`src/rtl/riscv_mem_arbiter_pkg.sv`:
```
// Shared types for the fetch/data memory arbiter.
//   SIZE_*      : access size encoding on dsize_i / m_size_o
//   arb_state_e : arbiter FSM states
//   arb_gnt_e   : grant decision produced by riscv_arb_pick
//   run_cnt_w   : width of the data-run counter for a given MAX_DATA_RUN
package riscv_mem_arbiter_pkg;

  localparam logic [1:0] SIZE_BYTE = 2'd0;
  localparam logic [1:0] SIZE_HALF = 2'd1;
  localparam logic [1:0] SIZE_WORD = 2'd2;

  typedef enum logic [2:0] {
    ARB_IDLE   = 3'd0,
    ARB_I_BUSY = 3'd1,
    ARB_D_BUSY = 3'd2,
    ARB_I_RESP = 3'd3,
    ARB_D_RESP = 3'd4
  } arb_state_e;

  typedef enum logic [1:0] {
    GNT_NONE = 2'd0,
    GNT_I    = 2'd1,
    GNT_D    = 2'd2
  } arb_gnt_e;

  // Counter must hold 0..max_run; never narrower than one bit.
  function automatic int run_cnt_w(input int max_run);
    return (max_run < 2) ? 1 : $clog2(max_run + 1);
  endfunction

endpackage

```
`src/rtl/riscv_mem_arbiter_if.sv`:
```
// Bus bundle between core, arbiter and single-ported memory.
//   core fetch : iaddr_i, ird_i -> irdata_o, ivalid_o
//   core data  : daddr_i, dwdata_i, dsize_i, drd_i, dwr_i -> drdata_o, dvalid_o
//   core stall : stall_o
//   memory     : m_addr_o, m_wdata_o, m_size_o, m_rd_o, m_wr_o <- m_rdata_i, m_ready_i
// slave is the arbiter's view; master is the core + memory side.
interface riscv_mem_arbiter_if #(parameter int ADDR_W = 32);

  logic [ADDR_W-1:0] iaddr_i;
  logic              ird_i;
  logic [31:0]       irdata_o;
  logic              ivalid_o;

  logic [ADDR_W-1:0] daddr_i;
  logic [31:0]       dwdata_i;
  logic [1:0]        dsize_i;
  logic              drd_i;
  logic              dwr_i;
  logic [31:0]       drdata_o;
  logic              dvalid_o;

  logic              stall_o;

  logic [ADDR_W-1:0] m_addr_o;
  logic [31:0]       m_wdata_o;
  logic [1:0]        m_size_o;
  logic              m_rd_o;
  logic              m_wr_o;
  logic [31:0]       m_rdata_i;
  logic              m_ready_i;

  modport slave (
    input  iaddr_i, ird_i, daddr_i, dwdata_i, dsize_i, drd_i, dwr_i,
           m_rdata_i, m_ready_i,
    output irdata_o, ivalid_o, drdata_o, dvalid_o, stall_o,
           m_addr_o, m_wdata_o, m_size_o, m_rd_o, m_wr_o
  );

  modport master (
    output iaddr_i, ird_i, daddr_i, dwdata_i, dsize_i, drd_i, dwr_i,
           m_rdata_i, m_ready_i,
    input  irdata_o, ivalid_o, drdata_o, dvalid_o, stall_o,
           m_addr_o, m_wdata_o, m_size_o, m_rd_o, m_wr_o
  );

endinterface

```
`src/rtl/riscv_arb_pick.sv`:
```
// Combinational grant select.
//   ird     : fetch request pending
//   dreq    : load or store pending
//   run_cnt : consecutive data grants made while fetch was waiting
//   gnt     : GNT_D / GNT_I / GNT_NONE
// Data wins a conflict until it has taken MAX_DATA_RUN grants in a row
// over a waiting fetch; MAX_DATA_RUN = 0 hands every conflict to fetch.
module riscv_arb_pick
  import riscv_mem_arbiter_pkg::*;
#(
  parameter int MAX_DATA_RUN = 4,
  parameter int CNT_W        = run_cnt_w(MAX_DATA_RUN)
) (
  input  logic             ird,
  input  logic             dreq,
  input  logic [CNT_W-1:0] run_cnt,
  output arb_gnt_e         gnt
);

  logic run_ok;

  // run_cnt saturates at MAX_DATA_RUN, so "below the limit" is "not at it".
  assign run_ok = (MAX_DATA_RUN != 0) && (run_cnt != CNT_W'(MAX_DATA_RUN));

  always_comb begin
    gnt = GNT_NONE;
    if (dreq && (!ird || run_ok)) gnt = GNT_D;
    else if (ird)                 gnt = GNT_I;
  end

endmodule

```
`src/rtl/riscv_mem_arbiter.sv`:
```
// Shares one single-ported memory between instruction fetch and data access.
//   clk_i   : clock
//   reset_i : asynchronous reset, active low
//   bus     : riscv_mem_arbiter_if.slave (core fetch/data ports, stall, memory port)
// Every access walks IDLE -> *_BUSY -> *_RESP -> IDLE; memory strobes are
// registered at grant and held until m_ready_i, the valid pulse is the RESP
// state itself.
module riscv_mem_arbiter
  import riscv_mem_arbiter_pkg::*;
#(
  parameter int ADDR_W       = 32,
  parameter int MAX_DATA_RUN = 4
) (
  input  logic                clk_i,
  input  logic                reset_i,
  riscv_mem_arbiter_if.slave  bus
);

  localparam int CNT_W = run_cnt_w(MAX_DATA_RUN);

  arb_state_e        state_q, state_d;
  arb_gnt_e          gnt;
  logic              dreq;
  logic [CNT_W-1:0]  run_cnt_q;

  logic [ADDR_W-1:0] m_addr_q;
  logic [31:0]       m_wdata_q;
  logic [1:0]        m_size_q;
  logic              m_rd_q, m_wr_q;
  logic [31:0]       irdata_q, drdata_q;

  assign dreq = bus.drd_i | bus.dwr_i;

  riscv_arb_pick #(.MAX_DATA_RUN(MAX_DATA_RUN), .CNT_W(CNT_W)) u_pick (
    .ird     (bus.ird_i),
    .dreq    (dreq),
    .run_cnt (run_cnt_q),
    .gnt     (gnt)
  );

  always_ff @(posedge clk_i or negedge reset_i) begin
    if (!reset_i) state_q <= ARB_IDLE;
    else          state_q <= state_d;
  end

  always_comb begin
    state_d = state_q;
    case (state_q)
      ARB_IDLE: begin
        if (gnt == GNT_D)      state_d = ARB_D_BUSY;
        else if (gnt == GNT_I) state_d = ARB_I_BUSY;
      end
      ARB_I_BUSY: if (bus.m_ready_i) state_d = ARB_I_RESP;
      ARB_D_BUSY: if (bus.m_ready_i) state_d = ARB_D_RESP;
      default:    state_d = ARB_IDLE;
    endcase
  end

  always_ff @(posedge clk_i or negedge reset_i) begin
    if (!reset_i) begin
      m_addr_q  <= '0;
      m_wdata_q <= '0;
      m_size_q  <= SIZE_WORD;
      m_rd_q    <= 1'b0;
      m_wr_q    <= 1'b0;
      irdata_q  <= '0;
      drdata_q  <= '0;
      run_cnt_q <= '0;
    end else begin
      case (state_q)
        ARB_IDLE: begin
          if (gnt == GNT_D) begin
            m_addr_q  <= bus.daddr_i;
            m_wdata_q <= bus.dwdata_i;
            m_size_q  <= bus.dsize_i;
            // a simultaneous load+store request is issued as the store
            m_wr_q    <= bus.dwr_i;
            m_rd_q    <= ~bus.dwr_i;
            // only grants that make a waiting fetch wait longer count
            if (bus.ird_i && (run_cnt_q != CNT_W'(MAX_DATA_RUN)))
              run_cnt_q <= run_cnt_q + CNT_W'(1);
          end else if (gnt == GNT_I) begin
            m_addr_q  <= bus.iaddr_i;
            m_wdata_q <= '0;
            m_size_q  <= SIZE_WORD;
            m_rd_q    <= 1'b1;
            m_wr_q    <= 1'b0;
            run_cnt_q <= '0;
          end
        end
        ARB_I_BUSY: begin
          if (bus.m_ready_i) begin
            m_rd_q   <= 1'b0;
            irdata_q <= bus.m_rdata_i;
          end
        end
        ARB_D_BUSY: begin
          if (bus.m_ready_i) begin
            m_rd_q <= 1'b0;
            m_wr_q <= 1'b0;
            if (m_rd_q) drdata_q <= bus.m_rdata_i;
          end
        end
        default: ;
      endcase
    end
  end

  assign bus.m_addr_o  = m_addr_q;
  assign bus.m_wdata_o = m_wdata_q;
  assign bus.m_size_o  = m_size_q;
  assign bus.m_rd_o    = m_rd_q;
  assign bus.m_wr_o    = m_wr_q;
  assign bus.irdata_o  = irdata_q;
  assign bus.drdata_o  = drdata_q;
  assign bus.ivalid_o  = (state_q == ARB_I_RESP);
  assign bus.dvalid_o  = (state_q == ARB_D_RESP);
  assign bus.stall_o   = (bus.ird_i & ~bus.ivalid_o) | (dreq & ~bus.dvalid_o);

endmodule

```
`src/flat_wrapper.sv`:
```
// flat-port wrapper written by rule: the top's interface ports become plain ports
module riscv_mem_arbiter_flat import riscv_mem_arbiter_pkg::*;
#(
  parameter int ADDR_W       = 32,
  parameter int MAX_DATA_RUN = 4
)
  (clk_i, reset_i, bus_iaddr_i, bus_ird_i, bus_daddr_i, bus_dwdata_i, bus_dsize_i, bus_drd_i, bus_dwr_i, bus_m_rdata_i, bus_m_ready_i, bus_irdata_o, bus_ivalid_o, bus_drdata_o, bus_dvalid_o, bus_stall_o, bus_m_addr_o, bus_m_wdata_o, bus_m_size_o, bus_m_rd_o, bus_m_wr_o);
  riscv_mem_arbiter_if #(.ADDR_W(ADDR_W)) bus_i ();
  input  logic clk_i;
  input  logic reset_i;
  input wire logic [$bits(bus_i.iaddr_i)-1:0] bus_iaddr_i;
  input wire logic [$bits(bus_i.ird_i)-1:0] bus_ird_i;
  input wire logic [$bits(bus_i.daddr_i)-1:0] bus_daddr_i;
  input wire logic [$bits(bus_i.dwdata_i)-1:0] bus_dwdata_i;
  input wire logic [$bits(bus_i.dsize_i)-1:0] bus_dsize_i;
  input wire logic [$bits(bus_i.drd_i)-1:0] bus_drd_i;
  input wire logic [$bits(bus_i.dwr_i)-1:0] bus_dwr_i;
  input wire logic [$bits(bus_i.m_rdata_i)-1:0] bus_m_rdata_i;
  input wire logic [$bits(bus_i.m_ready_i)-1:0] bus_m_ready_i;
  output wire logic [$bits(bus_i.irdata_o)-1:0] bus_irdata_o;
  output wire logic [$bits(bus_i.ivalid_o)-1:0] bus_ivalid_o;
  output wire logic [$bits(bus_i.drdata_o)-1:0] bus_drdata_o;
  output wire logic [$bits(bus_i.dvalid_o)-1:0] bus_dvalid_o;
  output wire logic [$bits(bus_i.stall_o)-1:0] bus_stall_o;
  output wire logic [$bits(bus_i.m_addr_o)-1:0] bus_m_addr_o;
  output wire logic [$bits(bus_i.m_wdata_o)-1:0] bus_m_wdata_o;
  output wire logic [$bits(bus_i.m_size_o)-1:0] bus_m_size_o;
  output wire logic [$bits(bus_i.m_rd_o)-1:0] bus_m_rd_o;
  output wire logic [$bits(bus_i.m_wr_o)-1:0] bus_m_wr_o;
  assign bus_i.iaddr_i = bus_iaddr_i;
  assign bus_i.ird_i = bus_ird_i;
  assign bus_i.daddr_i = bus_daddr_i;
  assign bus_i.dwdata_i = bus_dwdata_i;
  assign bus_i.dsize_i = bus_dsize_i;
  assign bus_i.drd_i = bus_drd_i;
  assign bus_i.dwr_i = bus_dwr_i;
  assign bus_i.m_rdata_i = bus_m_rdata_i;
  assign bus_i.m_ready_i = bus_m_ready_i;
  assign bus_irdata_o = bus_i.irdata_o;
  assign bus_ivalid_o = bus_i.ivalid_o;
  assign bus_drdata_o = bus_i.drdata_o;
  assign bus_dvalid_o = bus_i.dvalid_o;
  assign bus_stall_o = bus_i.stall_o;
  assign bus_m_addr_o = bus_i.m_addr_o;
  assign bus_m_wdata_o = bus_i.m_wdata_o;
  assign bus_m_size_o = bus_i.m_size_o;
  assign bus_m_rd_o = bus_i.m_rd_o;
  assign bus_m_wr_o = bus_i.m_wr_o;
  riscv_mem_arbiter #(.ADDR_W(ADDR_W), .MAX_DATA_RUN(MAX_DATA_RUN)) u_core (.clk_i(clk_i), .reset_i(reset_i), .bus(bus_i));
endmodule
```
`config.mk`:
```
export PLATFORM = sky130hd
export DESIGN_NAME = riscv_mem_arbiter_flat
export DESIGN_NICKNAME = d
export VERILOG_FILES = /design/src/rtl/riscv_mem_arbiter_pkg.sv /design/src/rtl/riscv_mem_arbiter_if.sv /design/src/rtl/riscv_arb_pick.sv /design/src/rtl/riscv_mem_arbiter.sv /design/src/flat_wrapper.sv
export SDC_FILE = /design/constraint.sdc
export NUM_CORES = 1
export LEC_CHECK = 0
export ABC_CLOCK_PERIOD_IN_PS = 5000
export CAP_MARGIN = 20
export CORE_MARGIN = 8
export CORE_UTILIZATION = 44
export DETAILED_ROUTE_END_ITERATION = 8
export GPL_TIMING_DRIVEN = 0
export PLACE_DENSITY = 0.86
export SYNTH_ARGS = -nofsm -noshare
export SYNTH_HDL_FRONTEND = slang
export SYNTH_SLANG_ARGS = --single-unit
```
`constraint.sdc`:
```
create_clock -name clk_i -period 5 [get_ports clk_i]
set_clock_uncertainty 0.15 [all_clocks]
set_input_delay 1 -clock clk_i [delete_from_list [all_inputs] [get_ports clk_i]]
set_output_delay 1 -clock clk_i [all_outputs]
set_load 0.01 [all_outputs]
```
==> results.txt <==
----------------------------------------------------
[Outcome]
  Outcome ... complete, no violations

[GRT]
  Met2 capacity usage during global routing ... 39.3%
  Number of antenna violations at the first check in global routing ... 0
  Global-route wire length before repair ... 28,500 µm
  Global routing usage summed across all routing layers ... 22.2%
  Pin count of the biggest net entering global routing ... 82
  GRT Max-Usage Layer ... met2
  Global routing met3 resource utilization ... 8.26%
  Overflow after GRT ... 0
  Number of global-route vias before repair ... 5,189
  Grt met1 use ... 24.3%

[Routing]
  Routed length per placed instance ... 20.0 µm
  Number of optimization iterations in the first detailed-route pass ... 5
  Total vias in the final route ... 4,924
  Post-detailed-route DRC marker count ... 0
  Violation count after the first detailed-route iteration ... 276
  Residual antenna-violating net count after detailed routing ... 0
  Final routed wirelength across all metal layers ... 18,500 µm
  Detail-routed via count per cell ... 5.34

[Worst setup path]
  Worst endpoint data arrival time ... 3050 ps
  Data required time of the critical path ... 3850 ps
  Crit Reg-Reg Startpoint ... u_core.run_cnt_q[0]
  Worst setup path end ... bus_stall_o
  Reg2reg path depth ... 7
  Reg2reg end ... u_core.bus.m_wdata_o[17]
  Element type at the critical path start ... input pin
  Worst Setup Path Type ... in2out
  R2r setup slk ... 2840 ps
  CP startpoint ... bus_dwr_i
  Critical path peak fanout ... 10
  Worst setup EP type ... output pin

[Min path]
  Type of the tightest min-delay check ... reg2reg
  Hold Path Cell Cnt ... 1

[STA]
  Final Hold Slack ... 335 ps
  Final worst-path cycle share ... 84.1%
  # setup viols final ... 0
  Worst slew pin tran ... 599 ps
  Minimum clock period after layout ... 4200 ps
  Worst-case headroom to the max-slew limit ... 59.9%
  Achievable clock frequency ... 238 MHz
  Setup repair after global routing missed its margin ... no
  Max-slew violation count ... 0
  Hold violation total from the final report ... 0

[Clocking]
  Cts repair resizes ... 0
  Clock transition at path regs ... 50 ps
  Number of sinks handled by clock tree synthesis ... 138
  Setup repair bufs after CTS ... 0
  Worst skew pair latency ... 410 ps
  Maximum level of the CTS H-tree ... 4
  # hold bufs at CTS ... 0
  Library cell used as clock root buffer ... sky130_fd_sc_hd__clkbuf_16
  CTS tree ... built
  Total CTS buffers ... 17
  Max Buffers Root-to-Sink ... 2

[Logic synthesis]
  Mean cell area of the mapped netlist ... 12.6 µm²
  Post-synth top flop ... sky130_fd_sc_hd__dfrtp_1
  Post-synthesis register bit count ... 138
  Proportion of synthesized flip-flops having asynchronous set or reset ... 100%
  Synth Instances ... 450
  Area of the mapped netlist ... 5680 µm²
  Fraction of the yosys area taken by sequential cells ... 60.8%
  Synthesized Nets ... 588
  Netlist cell types ... 36
  Yosys warning total ... 0
  Number of enable-type register cells in the synthesized netlist ... 0

[Die]
  Number of core rows ... 41
  Die area ... 16,800 µm²
  Overall die height ... 130 µm
  Die boundary width ... 130 µm
  Effective utilization at floorplan ... 45.0%
  Boundary pin count ... 271
  CORE AREA ... 12,600 µm²

[Power]
  Leakage dissipation ... 3.86 nW
  Logic pwr share ... 46.4%
  Fraction of power consumed by sequential logic ... 33.9%
  Net switching power of the design ... 1.93 mW
  Clk pwr share ... 19.8%
  Switching power share of the total ... 33.1%
  Internal Dissipation ... 3.90 mW
  Worst vdd rail ir drop ... 0.277 mV
  Power density normalized to cell area ... 636 nW/µm²

[Placement]
  Detail Placement HPWL ... 14,200 µm
  Area after detailed placement ... 8630 µm²
  Buffers on Ports ... 270
  Routability-driven placement congestion ratio ... 0.887

[Cells and area]
  Share of final-layout standard cells stronger than drive strength 1 ... 7.73%
  Area of all placed cells without fillers ... 9170 µm²
  Total Nets Final ... 878
  Commonest non-fill, non-tap cells in the layout ... 269 x sky130_fd_sc_hd__clkdlybuf4s50_1, 137 x sky130_fd_sc_hd__dfrtp_1, 64 x sky130_fd_sc_hd__mux2_1, 34 x sky130_fd_sc_hd__o21ai_0, 34 x sky130_fd_sc_hd__nand3_1
  Number of antenna diodes ... 0
  Most common cell after layout, fill and taps aside ... sky130_fd_sc_hd__clkdlybuf4s50_1
  Synth-to-layout area growth ... 61.4%

[Flow run]
  Maxcap violations ... 0

----------------------------------------------------
## kinds of logic after synthesis
group,after synthesis,synth area share [%]
AOI/OAI and AO/OA,142,16.1
xor gates and xnor gates,1,0.154
adders and majority gates,2,0.440
buffers and inverters,46,4.16
DFF,138,60.8
muxes,64,12.7
and+or+nand+nor,57,5.70
## sequential cells by signal, summed over array words and instances, names as in the netlist
register / count
u_core.bus.m_rd_o: 1
u_core.bus.m_size_o: 2
u_core.bus.m_wdata_o: 32
u_core.bus.m_wr_o: 1
u_core.bus.irdata_o: 32
u_core.state_q: 3
u_core.run_cnt_q: 3
u_core.bus.drdata_o: 32
u_core.bus.m_addr_o: 32
## cells in the mapped netlist (2+ instances only)
cell	instances	area share (%)
sky130_fd_sc_hd__a21oi_1	32	2.8
sky130_fd_sc_hd__ha_1	2	0.44
sky130_fd_sc_hd__a22o_1	33	5.1
sky130_fd_sc_hd__o21ai_2	2	0.31
sky130_fd_sc_hd__clkbuf_1	21	1.4
sky130_fd_sc_hd__nor2_1	3	0.20
sky130_fd_sc_hd__mux2_1	64	13
sky130_fd_sc_hd__buf_2	12	1.1
sky130_fd_sc_hd__nand2b_1	3	0.33
sky130_fd_sc_hd__and2_1	2	0.22
sky130_fd_sc_hd__dfrtp_1	137	60
sky130_fd_sc_hd__o21ai_1	2	0.18
sky130_fd_sc_hd__buf_6	5	0.99
sky130_fd_sc_hd__and3_1	2	0.22
sky130_fd_sc_hd__a31oi_1	32	3.5
sky130_fd_sc_hd__inv_1	5	0.33
sky130_fd_sc_hd__nand3_1	34	3.0
sky130_fd_sc_hd__buf_4	3	0.40
sky130_fd_sc_hd__o21ai_0	34	3.0
sky130_fd_sc_hd__nand2_1	6	0.40
## critical path, stage by stage
cell	delay [ps]
sky130_fd_sc_hd__clkdlybuf4s50_1	470
sky130_fd_sc_hd__nor2_1	510
sky130_fd_sc_hd__clkbuf_1	420
sky130_fd_sc_hd__o21ai_0	140
sky130_fd_sc_hd__clkdlybuf4s50_1	520
## stage by stage
step	util (%)	power (mW)	setup TNS (ps)	worst slack, ps	cells
2_1_floorplan	-	3.15	0	2130	450
3_3_place_gp	68.2	4.60	-326400	-2390	892
3_5_place_dp	68.4	4.71	0	837	893
4_1_cts	72.7	5.89	0	826	922
5_1_grt	72.7	6.17	0	615	922
6_report	72.7	5.84	0	795	922
## layer usage
layer / wire length, µm / vias to the layer above
li1: - / 2241
met1: 7050 / 2408
met2: 9520 / 255
met3: 1690 / 20
met4: 222 / 0
met5: 0 / -
## worst min path at each step
stage / start / endpoint
finish: u_core.bus.irdata_o[20] / u_core.bus.irdata_o[20]
global route: u_core.bus.drdata_o[6] / u_core.bus.drdata_o[6]
CTS: u_core.bus.irdata_o[5] / u_core.bus.irdata_o[5]
detailed placement: u_core.bus.irdata_o[18] / u_core.bus.irdata_o[18]
global placement: u_core.bus.irdata_o[22] / u_core.bus.irdata_o[22]
floorplan: u_core.run_cnt_q[1] / u_core.run_cnt_q[1]
## power groups by stage
stage / combinational (mW) / sequential, mW / clock [mW]
after floorplan: 0.954 / 2.20 / 0
after global placement: 2.65 / 1.95 / 0
after detailed placement: 2.72 / 1.99 / 0
after CTS: 2.75 / 1.98 / 1.17
after global routing: 2.90 / 2.04 / 1.23
final: 2.71 / 1.98 / 1.15
## layout make-up
class                   instances  area [µm²]
fillers                       891        3450
flip-flops and latches        138        3450
multi-input cells             266        1990
plain buffers                  41         218
inverters                       5        18.8
clock buffers                  21         470
well taps                     172         215
repair buffers                271        2730
clock inverters                 8        72.6
No activity file was read; power rests on OpenSTA's default activity.
